==> src/rtl/cpu_defs.sv <==
// Shared definitions for the hardwired control sequencer:
// opcodes, micro-step encoding, IR field positions and strobe bundle.
package cpu_defs;

  localparam int OP_HI = 31;
  localparam int OP_LO = 27;
  localparam int RA_HI = 26;
  localparam int RA_LO = 23;
  localparam int RB_HI = 22;
  localparam int RB_LO = 19;
  localparam int RC_HI = 18;
  localparam int RC_LO = 15;

  localparam logic [4:0] OP_ADD  = 5'b00011;
  localparam logic [4:0] OP_SUB  = 5'b00100;
  localparam logic [4:0] OP_AND  = 5'b00101;
  localparam logic [4:0] OP_OR   = 5'b00110;
  localparam logic [4:0] OP_SHR  = 5'b00111;
  localparam logic [4:0] OP_SHL  = 5'b01000;
  localparam logic [4:0] OP_ROL  = 5'b01001;
  localparam logic [4:0] OP_ROR  = 5'b01010;
  localparam logic [4:0] OP_MUL  = 5'b01110;
  localparam logic [4:0] OP_DIV  = 5'b01111;
  localparam logic [4:0] OP_NOP  = 5'b11010;
  localparam logic [4:0] OP_HALT = 5'b11011;

  typedef enum logic [3:0] {
    T0     = 4'd0,
    T1     = 4'd1,
    T2     = 4'd2,
    T3     = 4'd3,
    T4     = 4'd4,
    T5     = 4'd5,
    T6     = 4'd6,
    HALTED = 4'd15
  } state_t;

  typedef enum logic [1:0] {
    CLS_NOP,
    CLS_ALU,
    CLS_MULDIV,
    CLS_HALT
  } opclass_t;

  typedef struct packed {
    logic pcout;
    logic marin;
    logic incpc;
    logic zin;
    logic zlowout;
    logic zhighout;
    logic pcin;
    logic read;
    logic mdrin;
    logic mdrout;
    logic irin;
    logic yin;
    logic hiin;
    logic loin;
  } strobes_t;

  function automatic opclass_t op_class(
    input logic [4:0] op
  );
    opclass_t c;
    unique case (1'b1)
      (op >= OP_ADD && op <= OP_ROR): c = CLS_ALU;
      (op == OP_MUL || op == OP_DIV): c = CLS_MULDIV;
      (op == OP_HALT):                c = CLS_HALT;
      default:                        c = CLS_NOP;
    endcase
    return c;
  endfunction

endpackage

==> src/rtl/reg_select_decoder.sv <==
// Picks the Ra/Rb/Rc field of IR and expands it into
// one-hot register load and drive enables.
module reg_select_decoder
  import cpu_defs::*;
#(
  parameter int NREGS = 16
) (
  input  logic [31:0]      IR,
  input  logic             Gra,
  input  logic             Grb,
  input  logic             Grc,
  input  logic             Rin_en,
  input  logic             Rout_en,
  output logic [NREGS-1:0] Rin,
  output logic [NREGS-1:0] Rout
);

  logic [3:0]  sel;
  logic        unused_ir;

  assign unused_ir = ^{IR[OP_HI:OP_LO], IR[RC_LO-1:0]};

  always_comb begin
    sel = 4'd0;
    unique case (1'b1)
      Gra:     sel = IR[RA_HI:RA_LO];
      Grb:     sel = IR[RB_HI:RB_LO];
      Grc:     sel = IR[RC_HI:RC_LO];
      default: sel = 4'd0;
    endcase
  end

  always_comb begin
    Rin  = '0;
    Rout = '0;
    if (Rin_en)  Rin  = NREGS'(1) << sel;
    if (Rout_en) Rout = NREGS'(1) << sel;
  end

endmodule

==> src/rtl/control_sequencer.sv <==
// Hardwired T0..T6 control unit: sequences fetch/execute and
// drives the datapath register-transfer strobes from state + IR.
module control_sequencer
  import cpu_defs::*;
#(
  parameter int NREGS = 16,
  parameter int OPW   = 5
) (
  input  logic             Clock,
  input  logic             clear,
  input  logic [31:0]      IR,
  input  logic             stop,
  output logic             PCout,
  output logic             MARin,
  output logic             IncPC,
  output logic             Zin,
  output logic             Zlowout,
  output logic             Zhighout,
  output logic             PCin,
  output logic             Read,
  output logic             MDRin,
  output logic             MDRout,
  output logic             IRin,
  output logic             Yin,
  output logic             HIin,
  output logic             LOin,
  output logic [NREGS-1:0] Rin,
  output logic [NREGS-1:0] Rout,
  output logic [OPW-1:0]   opcode,
  output logic             run,
  output logic [31:0]      instret
);

  state_t      state_q, state_d;
  logic [31:0] instret_q;
  logic        retire;
  strobes_t    st, st_g;
  opclass_t    cls;
  logic [4:0]  op;
  logic        gra, grb, grc;
  logic        rin_en, rout_en;
  logic        op_en;
  logic        run_c;

  assign op  = IR[OP_HI:OP_LO];
  assign cls = op_class(op);

  always_ff @(posedge Clock or negedge clear) begin
    if (!clear) begin
      state_q   <= T0;
      instret_q <= '0;
    end else begin
      state_q   <= state_d;
      if (retire) instret_q <= instret_q + 32'd1;
    end
  end

  always_comb begin
    state_d = state_q;
    retire  = 1'b0;
    st      = '0;
    gra     = 1'b0;
    grb     = 1'b0;
    grc     = 1'b0;
    rin_en  = 1'b0;
    rout_en = 1'b0;
    op_en   = 1'b0;
    run_c   = 1'b1;
    unique case (state_q)
      T0: begin
        if (stop) begin
          run_c = 1'b0;
        end else begin
          st.pcout = 1'b1;
          st.marin = 1'b1;
          st.incpc = 1'b1;
          st.zin   = 1'b1;
          state_d  = T1;
        end
      end
      T1: begin
        st.zlowout = 1'b1;
        st.pcin    = 1'b1;
        st.read    = 1'b1;
        st.mdrin   = 1'b1;
        state_d    = T2;
      end
      T2: begin
        st.mdrout = 1'b1;
        st.irin   = 1'b1;
        unique case (cls)
          CLS_ALU, CLS_MULDIV: state_d = T3;
          CLS_HALT:            state_d = HALTED;
          default: begin
            state_d = T0;
            retire  = 1'b1;
          end
        endcase
      end
      T3: begin
        st.yin  = 1'b1;
        rout_en = 1'b1;
        if (cls == CLS_MULDIV) gra = 1'b1;
        else                   grb = 1'b1;
        state_d = T4;
      end
      T4: begin
        st.zin  = 1'b1;
        rout_en = 1'b1;
        op_en   = 1'b1;
        if (cls == CLS_MULDIV) grb = 1'b1;
        else                   grc = 1'b1;
        state_d = T5;
      end
      T5: begin
        st.zlowout = 1'b1;
        if (cls == CLS_MULDIV) begin
          st.loin = 1'b1;
          state_d = T6;
        end else begin
          rin_en  = 1'b1;
          gra     = 1'b1;
          retire  = 1'b1;
          state_d = T0;
        end
      end
      T6: begin
        st.zhighout = 1'b1;
        st.hiin     = 1'b1;
        retire      = 1'b1;
        state_d     = T0;
      end
      HALTED: begin
        run_c = 1'b0;
      end
      default: begin
        run_c   = 1'b0;
        state_d = T0;
      end
    endcase
  end

  // Reset blanks every output combinationally, no clock needed.
  assign st_g = clear ? st : '0;

  reg_select_decoder #(
    .NREGS (NREGS)
  ) u_regsel (
    .IR      (IR),
    .Gra     (gra),
    .Grb     (grb),
    .Grc     (grc),
    .Rin_en  (rin_en & clear),
    .Rout_en (rout_en & clear),
    .Rin     (Rin),
    .Rout    (Rout)
  );

  assign PCout    = st_g.pcout;
  assign MARin    = st_g.marin;
  assign IncPC    = st_g.incpc;
  assign Zin      = st_g.zin;
  assign Zlowout  = st_g.zlowout;
  assign Zhighout = st_g.zhighout;
  assign PCin     = st_g.pcin;
  assign Read     = st_g.read;
  assign MDRin    = st_g.mdrin;
  assign MDRout   = st_g.mdrout;
  assign IRin     = st_g.irin;
  assign Yin      = st_g.yin;
  assign HIin     = st_g.hiin;
  assign LOin     = st_g.loin;

  assign opcode  = (op_en && clear) ? OPW'(op) : '0;
  assign run     = run_c & clear;
  assign instret = instret_q;

endmodule

==> config.mk <==
export PLATFORM = sky130hd
export DESIGN_NAME = control_sequencer
export DESIGN_NICKNAME = d
export VERILOG_FILES = /design/src/rtl/cpu_defs.sv /design/src/rtl/reg_select_decoder.sv /design/src/rtl/control_sequencer.sv
export SDC_FILE = /design/constraint.sdc
export NUM_CORES = 1
export LEC_CHECK = 0
export BUFFER_PORTS_ARGS = -buffer_cell sky130_fd_sc_hd__buf_2
export CAP_MARGIN = 25
export CELL_PAD_IN_SITES_DETAIL_PLACEMENT = 0
export CELL_PAD_IN_SITES_GLOBAL_PLACEMENT = 1
export CORE_MARGIN = 2
export CORE_UTILIZATION = 33
export CTS_CLUSTER_DIAMETER = 80
export CTS_CLUSTER_SIZE = 28
export DETAILED_ROUTE_END_ITERATION = 16
export PLACE_DENSITY_LB_ADDON = 0.1
export SLEW_MARGIN = 20
export SYNTH_ARGS = -nofsm -noshare
export SYNTH_HDL_FRONTEND = slang
export SYNTH_SLANG_ARGS = --single-unit
==> constraint.sdc <==
create_clock -name Clock -period 2.55 [get_ports Clock]
set_input_delay 0 -clock Clock [delete_from_list [all_inputs] [get_ports Clock]]
set_output_delay 0 -clock Clock [all_outputs]
set_load 0.02 [all_outputs]
-- Word level (Yosys, flattened, before mapping)
Index checks and enable logic that the tools add are counted.
- register bits: 36
- memory bits (writable): 0
- bits in read-only memories: 0
- memories: 0
- output and inout port bits: 84
- input bits: 35
- bits in latches: 0
- $mul: 0
- shift operators: 1
- eq/ne operators: 14
- muxes and demuxes: 31
- bitwise operators: 4
- add/subtract/negate cells: 1
- $lt $le $gt $ge: 2
- reduce and logical (&&, ||, !) cells: 10
- div/mod/pow operators: 0
- operators with widths (operator ; count):
    32-bit by 1-bit adder with 32-bit output (second input constant) ; 1
    16-bit two-way mux ; 2
    4-bit one-hot mux with 7 select lines ; 1
    1-bit by 4-bit left shift with 16-bit output (first input constant) ; 1
    14-bit two-way mux ; 1
    4-bit by 3-bit == test with 1-bit output (second input constant) ; 3
    1-bit two-way mux ; 12
    4-bit one-hot mux with 3 select lines ; 1
    5-bit by 4-bit == test with 1-bit output (second input constant) ; 2
    3-bit two-way mux ; 3
    4-bit by 2-bit == test with 1-bit output (second input constant) ; 2
    4-bit two-way mux ; 2
    1-bit one-hot mux with 2 select lines ; 4
    4-bit one-hot mux with 2 select lines ; 1
    2-bit one-hot mux with 3 select lines ; 1
    2-bit OR reduction ; 3
    6-bit OR reduction ; 1
    5-bit == test (second input constant) ; 1
    5-bit by 2-bit >= comparator with 1-bit output (second input constant) ; 1
    5-bit by 4-bit less-or-equal comparator with 1-bit output (second input constant) ; 1
    5-bit two-way mux ; 1
    2-bit == test (second input constant) ; 2
    4-bit by 1-bit == test with 1-bit output (second input constant) ; 1
    4-bit == test (second input constant) ; 1
    other kinds (11) ; 14

-- Depth between registers and ports, before layout
Gate-level depths: netlist of the first run.
- depth in word-level cells: 9
- gate-level depth with buffers: 7
- mapped depth without buffers: 6

-- Cells and area by module
A second synthesis of the first run with hierarchy kept.
- cell total of the unflattened synthesis: 265
- area, all modules: 2356.0 µm²
- by module, submodules not included (module ; area an instance (µm²) ; sequential area each (µm²) ; instances ; cells each):
    control_sequencer ; 2107.0 ; 900.9 ; 1 ; 215
    reg_select_decoder ; 249.0 ; 0.0 ; 1 ; 50

-- Worst setup path before layout of the first run
Ideal clock, no wire load.
- path type: register to output
- from: register state_q[0]
- to: output port Rin[0]
- required time: 2.550 ns
- setup slack: 0.467 ns
- arrival: 2.083 ns
- cell stages (with the launch flop): 6
- path buffers: 0
- cell sequence: dfrtp_1 -> nor4bb_2 -> mux2_4 -> a221o_1 -> or4b_4 -> nor2_1
- longest elaborated chain between the ends: 5
- elaborated cells on any way between the ends: 11
- RTL lines (element ; RTL line ; text):
    from (decl) ; control_sequencer.sv:34 ; state_t state_q, state_d;
    from (signal assigned) ; control_sequencer.sv:53 ; state_q <= state_d;
    4-bit by 3-bit == test with 1-bit output / 4-bit by 2-bit == test with 1-bit output (equally long branches) ; control_sequencer.sv:69 ; unique case (state_q)
    1-bit one-hot mux with 2 select lines / 1-bit two-way mux (equally long branches) ; control_sequencer.sv:69 ;
    4-bit one-hot mux with 3 select lines ; reg_select_decoder.sv:25 ; unique case (1'b1)
    1-bit by 4-bit left shift with 16-bit output ; reg_select_decoder.sv:36 ; if (Rin_en) Rin = NREGS'(1) << sel;
    16-bit two-way mux * ; reg_select_decoder.sv:36 ;
    to (decl) ; control_sequencer.sv:27 ; output logic [NREGS-1:0] Rin,
Mark *: on every way between the ends. The rest lies on a longest branch, timed or not.

-- Worst setup path in the final report of the first run
- from: register state_q[2]
- to: output port Rin[9]
Same word-level chain as after synthesis.

==> results.cfg, run 1 <==
[critical_path]
reg2reg_setup_slack_ns = 0.34
reg2reg_depth = 6
worst-path-stages = 6
worstReg2RegEnd = instret[28]
critPathMaxFanout = 8
worstSetupEndpoint = Rin[9]
cp-startpoint = state_q[2]
cp-end-kind = output port
crit_required_ns = 2.55
cp_top_family = simple AND/OR/NAND/NOR gates
worstSetupPathType = reg -> out
critPathArrivalTime_ns = 2.40
cp_cell_sequence = nor4b_2 > mux2_4 > a221o_2 > or4b_4 > nor2_1 > buf_2
critPathLaunchType = flip-flop
critPathBufInv = 1
cp_slowest_stage_delay_ns = 0.52
slowest_stage = or4b_4
r2r_start = instret[1]

[logic_synthesis]
synth-simple-area-share = 0.3448
synth_top_family_by_area = simple AND/OR/NAND/NOR gates
synthArstFlopShare = 1.000
yosysSeqAreaShare = 0.3598
synthMuxAreaShare = 0.01449
synthXorXnorAreaFrac = 0.1154
synthAdderAreaFrac = 0.004998
synth_edf_count = 0
synth_cell_types = 60
synth.ff_latch_count = 36
ys.flop_type = dfrtp_1
syn-cell-area_sq_mm = 0.002504
synth_cells = 281
syn_area_per_cell_sq_um = 8.910
synth_warnings = 0
syn_nets = 317
synth_compound_area_frac = 0.1089

[run_status]
outcome = complete, no violations

[pwr]
peakVddDrop_v = 0.0002857
p_leak_nw = 1.419
combPwrFrac = 0.458
switching_share = 0.4217
finalPower_w = 0.002047
p_int_w = 0.001184
clock_power_share = 0.206
p_sw_w = 0.0008632
seqPwrFrac = 0.336
power.density_mw_per_mm2 = 630.7

[placement]
io_buffers = 103
dp.cells = 474
placed_area_sq_mm = 0.003089
hpwl_mm = 5.445
place.gp.congestion = 0.8279

[clocking]
cts_buffers = 5
path_clk_slew_ns = 0.07
clock_latency_ns = 0.29
cts_sinks = 36
htree_levels = 2
clockRootBuffer = clkbuf_8
cts_tree = yes
ctsLongestPathBuffers = 2

[sta]
finalHoldViolations = 0
maxSlewViolCount = 0
fin_hold_ws_ns = 0.08937
tightest_slew_ns = 0.5941
setup_tns_ns = 0
relSlewSlack = 0.6040
rsz0062_at_grt = no
setup_viol = 0
post-route-min-period_ns = 2.403
period_share = 0.9423
clock_skew_ns = 0.007157
fmax_mhz = 416.2

[global_routing]
grt_max_degree = 34
antenna_found_initial = 0
grt_pass1_wl_mm = 12.03
gr-total-overflow = 0
grt.total_usage = 0.1766
grt_pass1_vias = 2319

[routing]
wl_mm = 7.202
firstDrtPassIters = 4
initialDrtViolationCount = 111
drc = 0
vias = 2462
ant_nets = 0
wl_per_cell_um = 14.88
detail_route.vias_per_cell = 5.087

[floorplan]
pin_count = 119
dieArea_sq_mm = 0.008299
die_h_um = 91.10
initial_core_util = 0.3433
die_w_um = 91.10
coreArea_sq_mm = 0.007292
floorplan.rows = 31

[finish]
area_growth_pct = 29.64
nNetsFinal = 420
finalNonFillerCells = 484
layout-drive-gt1-share = 0.3922
diodes = 0
layout_common_cells = 103 x buf_2, 36 x dfrtp_1, 33 x nor2_1, 23 x nor3_1, 20 x xnor2_1
post-route-cell-area_sq_mm = 0.003246
layout_commonest_cell = buf_2

[job]
max-cap-violations = 0

[worst_hold_path]
hp-class = in -> async
==> worst min-delay path by stage <==
stage | slack (ns) | endpoint | cells after the start | startpoint
final | 0.09 | state_q[0] | 2 | clear
after floorplan | -0.30 | instret[0] | 0 | clear
after detailed placement | -0.13 | state_q[0] | 1 | clear
after CTS | 0.08 | state_q[0] | 2 | clear
after global placement | -0.13 | state_q[0] | 1 | clear
after global routing | 0.11 | state_q[0] | 2 | clear
==> layout make-up <==
| class | count | area (sq um) |
|---|---|---|
| fillers | 775 | 4046 |
| multi-input cells | 223 | 1519 |
| flip-flops and latches | 36 | 900.9 |
| repair buffers | 112 | 585.6 |
| well taps | 99 | 123.9 |
| clock buffers | 7 | 86.33 |
| inverters | 6 | 22.52 |
| clock inverters | 1 | 7.507 |
==> cell usage after synthesis, types with 2 or more instances <==
cell	instances	area share
nand4_1	10	0.025
dfrtp_1	36	0.36
xnor2_1	20	0.070
clkbuf_1	5	0.0075
a22o_2	3	0.012
a31o_2	2	0.0070
and3_1	4	0.010
and4b_2	2	0.0090
nor2_1	34	0.051
nand2_1	19	0.028
and4_1	4	0.014
a211oi_1	2	0.0060
nand3_1	14	0.028
inv_1	6	0.0090
o211ai_1	3	0.0090
nand3b_1	2	0.0060
buf_4	7	0.021
nor4_1	10	0.025
o221ai_1	2	0.0070
buf_6	2	0.0090
nor3_1	25	0.050
o21ai_0	3	0.0060
and2_1	6	0.015
or2_2	4	0.010
a22oi_1	3	0.0090
nand2b_1	7	0.017
xor2_1	13	0.045
==> sequential cells by signal, summed over array words and instances, names as in the netlist <==
register / cells
state_q: 4
instret: 32
==> metrics by stage <==
step	util	setup WS, ns
floorplan	-	0.4673
global placement	0.4236	0.3655
detailed placement	0.4236	0.3007
CTS	0.4396	0.02154
global route	0.4451	0.004969
finish	0.4451	0.1471
==> logic make-up after synthesis <==
group,count (synthesis)
compound gates,32
xor+xnor,33
fa+ha+maj,1
buf+inv,22
flops,36
mux,3
simple gates,154
==> worst reg2reg max path, stage by stage, from the launching register on <==
cell,delay [ns]
dfrtp_1,0.46
ha_1,0.32
nand2_1,0.13
or2_2,0.32
or2_2,0.36
nor4_1,0.37
xor2_1,0.18
==> repair_timing <==
action                                  4_1_cts  5_1_grt
endpoints found under the setup margin        4       20
buffers inserted                              0        1
gates resized for setup                       2        8
hold buffers                                  1        0
pin swaps                                     0        1
endpoints found under the hold margin        36        0
==> routing by layer <==
| metal | part of all wire | global-route usage | wire length, um | vias up |
|---|---|---|---|---|
| met4 | 0.013 | 0.04545 | 96 | 0 |
| met5 | 0 | 0 | 0 | - |
| met2 | 0.46 | 0.2920 | 3329 | 85 |
| met1 | 0.46 | 0.2342 | 3337 | 1144 |
| li1 | - | - | - | 1225 |
| met3 | 0.061 | 0.03900 | 440 | 8 |
==> power by group through the flow <==
stage	Sequential, W	Combinational (W)	Clock (W)
after global placement	0.000693	0.000908	0
after floorplan	0.000750	0.000604	0
final	0.000687	0.000937	0.000422
after detailed placement	0.000696	0.000912	0
after global routing	0.000699	0.00103	0.000464
after CTS	0.000687	0.000921	0.000439
Power figures use the tool's default switching activity.
==> run 2, diff against run 1 <==
--- a/config.mk
+++ b/config.mk
@@ -9,6 +9,7 @@
 export CAP_MARGIN = 25
 export CELL_PAD_IN_SITES_DETAIL_PLACEMENT = 0
 export CELL_PAD_IN_SITES_GLOBAL_PLACEMENT = 1
+export CORE_ASPECT_RATIO = 0.9
 export CORE_MARGIN = 2
 export CORE_UTILIZATION = 33
 export CTS_CLUSTER_DIAMETER = 80
==> results.cfg, run 2 (synthesis results as in run 1) <==
[run_status]
outcome = complete, no violations

[sta]
relSlewSlack = 0.6111
tightest_slew_ns = 0.5833
timing.final.ws_setup_ns = 0.1206
fin_hold_ws_ns = 0.1447
fmax_mhz = 411.6
finalHoldViolations = 0
setup_tns_ns = 0
clock_skew_ns = 0.004631
setup_viol = 0
post-route-min-period_ns = 2.429
rsz0062_at_grt = no
period_share = 0.9527
maxSlewViolCount = 0

[finish]
post-route-cell-area_sq_mm = 0.003262
area_growth_pct = 30.28
diodes = 0
finalNonFillerCells = 485
layout-drive-gt1-share = 0.3959
layout_commonest_cell = buf_2
layout_common_cells = 102 x buf_2, 35 x dfrtp_1, 32 x nor2_1, 24 x nor3_1, 20 x xnor2_1
largest_reg_flops = 32
nNetsFinal = 424

[floorplan]
coreArea_sq_mm = 0.007432
initial_core_util = 0.3369
pin_count = 119
die_h_um = 86.63
dieArea_sq_mm = 0.008300
die_w_um = 95.82
floorplan.rows = 30

[global_routing]
grt_pass1_wl_mm = 10.96
gr-total-overflow = 0
antenna_found_initial = 0
grt.total_usage = 0.1641
grt_max_degree = 37
grt_pass1_vias = 2227

[placement]
dp_slack_ns = 0.3813
place.gp.congestion = 0.7363
hpwl_mm = 5.164
io_buffers = 103
dp.cells = 473
placed_area_sq_mm = 0.003100

[critical_path]
cp-end-kind = output port
cp_slowest_stage_delay_ns = 0.53
worstSetupPathType = reg -> out
critPathMaxFanout = 8
critPathArrivalTime_ns = 2.43
slowest_stage = or4b_4
crit_required_ns = 2.55
cp_cell_sequence = nor4b_2 > mux2_4 > a221o_1 > or4b_4 > nor2_1 > buf_2
critPathLaunchType = flip-flop

[routing]
drc = 0
detail_route.vias_per_cell = 5.113
wl_mm = 6.786
initialDrtViolationCount = 56
vias = 2480
firstDrtPassIters = 4
ant_nets = 0
wl_per_cell_um = 13.99

[clocking]
cts_tree = yes
path_clk_slew_ns = 0.07
clockRootBuffer = clkbuf_8
ctsLongestPathBuffers = 2
cts_sinks = 36
clock_latency_ns = 0.29
cts_buffers = 5
htree_levels = 2

[pwr]
power.density_mw_per_mm2 = 624.2
p_leak_nw = 1.439
peakVddDrop_v = 0.0003254

[job]
max-cap-violations = 0

[worst_hold_path]
hp-class = in -> reg
==> run 2: power by group <==
part	total [W]	internal (W)	leakage [nW]	switching, W
Clock	0.000417	0.000215	0.0510	0.000201
Sequential	0.000706	0.000627	0.423	0.0000783
Combinational	0.000913	0.000344	0.966	0.000569
Total	0.00204	0.00119	1.44	0.000849
==> run 2: path summary, 6_finish.rpt <==
path,cells past startpoint,slack (ns),end,startpoint
worst max-delay path,6,0.12,Rin[9],state_q[2]
worst min-delay path,3,0.14,state_q[0],stop
worst max register to register,6,0.43,instret[28],instret[0]
worst min register to register,1,0.48,instret[31],instret[31]
max in group asynchronous,3,1.76,state_q[2],clear
min in group asynchronous,3,0.45,instret[6],clear
==> run 2: layer usage <==
metal | up-vias | routed length [um] | global-route usage
li1 | 1232 | - | -
met2 | 66 | 3198 | 0.2676
met3 | 5 | 411 | 0.03043
met1 | 1177 | 3114 | 0.2236
met5 | - | 0 | 0
met4 | 0 | 61 | 0.04416
==> run 2: repair_timing <==
item	in CTS	in global routing
hold buffers	1	0
resized for setup	0	9
setup buffers	0	3
endpoints found under the setup margin	0	17
endpoints found under the hold margin	36	0
==> run 2: layout make-up <==
| type | count | area (sq um) |
|---|---|---|
| inverter | 6 | 22.52 |
| fill | 767 | 4170 |
| multi-input combinational | 223 | 1506 |
| clock inverter | 2 | 10.01 |
| tap | 96 | 120.1 |
| sequential | 36 | 902.1 |
| clock buffer | 6 | 82.58 |
| timing repair buffer | 116 | 618.1 |
==> run 2: worst max-delay path: cells and delay by family, from the launching register on <==
| family | cells | cell delay, ns |
|---|---|---|
| AOI/OAI and AO/OA | 1 | 0.39 |
| muxes | 1 | 0.32 |
| DFF | 1 | 0.45 |
| and+or+nand+nor | 3 | 0.81 |
| buffers and inverters | 1 | 0.16 |
==> run 2: per-stage QoR <==
step | util | total power (W)
floorplan | - | 0.001354
global placement | 0.4172 | 0.001591
detailed placement | 0.4172 | 0.001592
CTS | 0.4310 | 0.002014
global route | 0.4389 | 0.002184
finish | 0.4389 | 0.002036
==> run 3, diff against run 2 <==
--- a/config.mk
+++ b/config.mk
@@ -16,6 +16,7 @@
 export CTS_CLUSTER_SIZE = 28
 export DETAILED_ROUTE_END_ITERATION = 16
 export PLACE_DENSITY_LB_ADDON = 0.1
+export RECOVER_POWER = 100
 export SLEW_MARGIN = 20
 export SYNTH_ARGS = -nofsm -noshare
 export SYNTH_HDL_FRONTEND = slang
==> results.cfg, run 3 (synthesis results as in run 1) <==
[pwr]
p_leak_nw = 1.184
peakVddDrop_v = 0.0003249
power.density_mw_per_mm2 = 632.7

[finish]
final_util = 0.4261
regArea_sq_um = 902.1
area_growth_pct = 26.49
largest_reg_flops = 32
diodes = 0
multiInputGateArea_sq_mm = 0.001498
nNetsFinal = 424
layout_common_cells = 67 x clkbuf_1, 35 x dfrtp_1, 32 x nor2_1, 27 x buf_2, 24 x nor3_1
num-fill-cells = 803
finalNonFillerCells = 485
layout-drive-gt1-share = 0.2211
layout_commonest_cell = clkbuf_1

[routing]
detail_route.vias_per_cell = 5.089
wl_per_cell_um = 13.99
initialDrtViolationCount = 66
drc = 0
vias = 2468
firstDrtPassIters = 4
ant_nets = 0
wl_mm = 6.786

[clocking]
cts_tree = yes
clockRootBuffer = clkbuf_8
cts_sinks = 36
path_clk_slew_ns = 0.07
ctsLongestPathBuffers = 2
clock_latency_ns = 0.29
cts_buffers = 5
htree_levels = 2

[critical_path]
cp_slowest_stage_delay_ns = 0.53
critPathMaxFanout = 8
cp_cell_sequence = nor4b_2 > mux2_4 > a221o_1 > or4b_4 > nor2_1 > clkbuf_2
critPathBufInv = 1
cp_top_family = simple AND/OR/NAND/NOR gates
cp-end-kind = output port
critPathLaunchType = flip-flop
crit_required_ns = 2.55
reg2reg_depth = 6
worst-path-stages = 6
worstSetupPathType = reg -> out
critPathArrivalTime_ns = 2.44
slowest_stage = or4b_4

[sta]
finalHoldViolations = 0
post-route-min-period_ns = 2.443
fin_hold_ws_ns = 0.1365
timing.final.ws_setup_ns = 0.1075
tightest_slew_ns = 0.9818
relSlewSlack = 0.3434
setup_viol = 0
fmax_mhz = 409.4
setup_tns_ns = 0
clock_skew_ns = 0.005389
maxSlewViolCount = 0
period_share = 0.9578
rsz0062_at_grt = no

[floorplan]
coreArea_sq_mm = 0.007432
floorplan.rows = 30
dieArea_sq_mm = 0.008300
die_h_um = 86.63
pin_count = 119
initial_core_util = 0.3369
die_w_um = 95.82

[worst_hold_path]
hp-class = in -> reg
min_path_cells = 3

[global_routing]
grt_pass1_wl_mm = 10.96
grt_pass1_vias = 2227
grt_max_degree = 37
gr-total-overflow = 0
antenna_found_initial = 0
grt.total_usage = 0.1641

[placement]
place.gp.congestion = 0.7363
dp.cells = 473
dp_slack_ns = 0.3813
hpwl_mm = 5.164
io_buffers = 103

[run_status]
outcome = complete, no violations

[job]
max-cap-violations = 0
-- run 3: power breakdown --
part           internal (W)  total, W  switching (W)
Sequential         0.000627  0.000706      0.0000785
Combinational      0.000315  0.000881       0.000567
Clock              0.000215  0.000416       0.000201
-- run 3: cell type report --
type	count	area share
clock inverter	2	0.003161
clock buffer	6	0.02608
sequential	36	0.2849
multi-input combinational	223	0.4729
tap	96	0.03793
timing repair buffer	116	0.1679
inverter	6	0.007112
-- run 3: layer usage --
| metal | wire length, um | vias up | track usage |
|---|---|---|---|
| met5 | 0 | - | 0 |
| met4 | 83 | 0 | 0.04416 |
| met3 | 413 | 7 | 0.03043 |
| met2 | 3166 | 66 | 0.2676 |
| met1 | 3122 | 1166 | 0.2236 |
| li1 | - | 1229 | - |
-- run 3: worst paths after layout --
path                        startpoint     endpoint  slack [ns]
setup / recovery            state_q[2]       Rin[1]        0.11
max in group asynchronous        clear   state_q[2]        1.19
hold / removal                    stop   state_q[0]        0.14
hold reg to reg            instret[31]  instret[31]        0.47
setup reg to reg            state_q[0]  instret[10]        0.26
min in group asynchronous        clear   instret[6]        0.77
-- run 3: timing repair --
action,in CTS,in global routing
buffers inserted,0,3
endpoints found under the setup margin,0,17
hold buffers,1,0
gates resized for setup,0,9
hold endpoints to repair,36,0
-- run 3: per-stage QoR --
stage / area (sq um) / power [W]
floorplan: 2504 / 0.001354
global placement: 3100 / 0.001591
detailed placement: 3100 / 0.001592
CTS: 3203 / 0.002014
global route: 3167 / 0.002154
finish: 3167 / 0.002004
-- run 3: worst reg2reg max path, stage by stage (launching register included) --
cell      delay (ns)
dfrtp_1         0.40
buf_4           0.21
nand2b_1        0.22
o32ai_1         0.15
a31oi_2         0.78
nor4_1          0.20
xor2_1          0.19
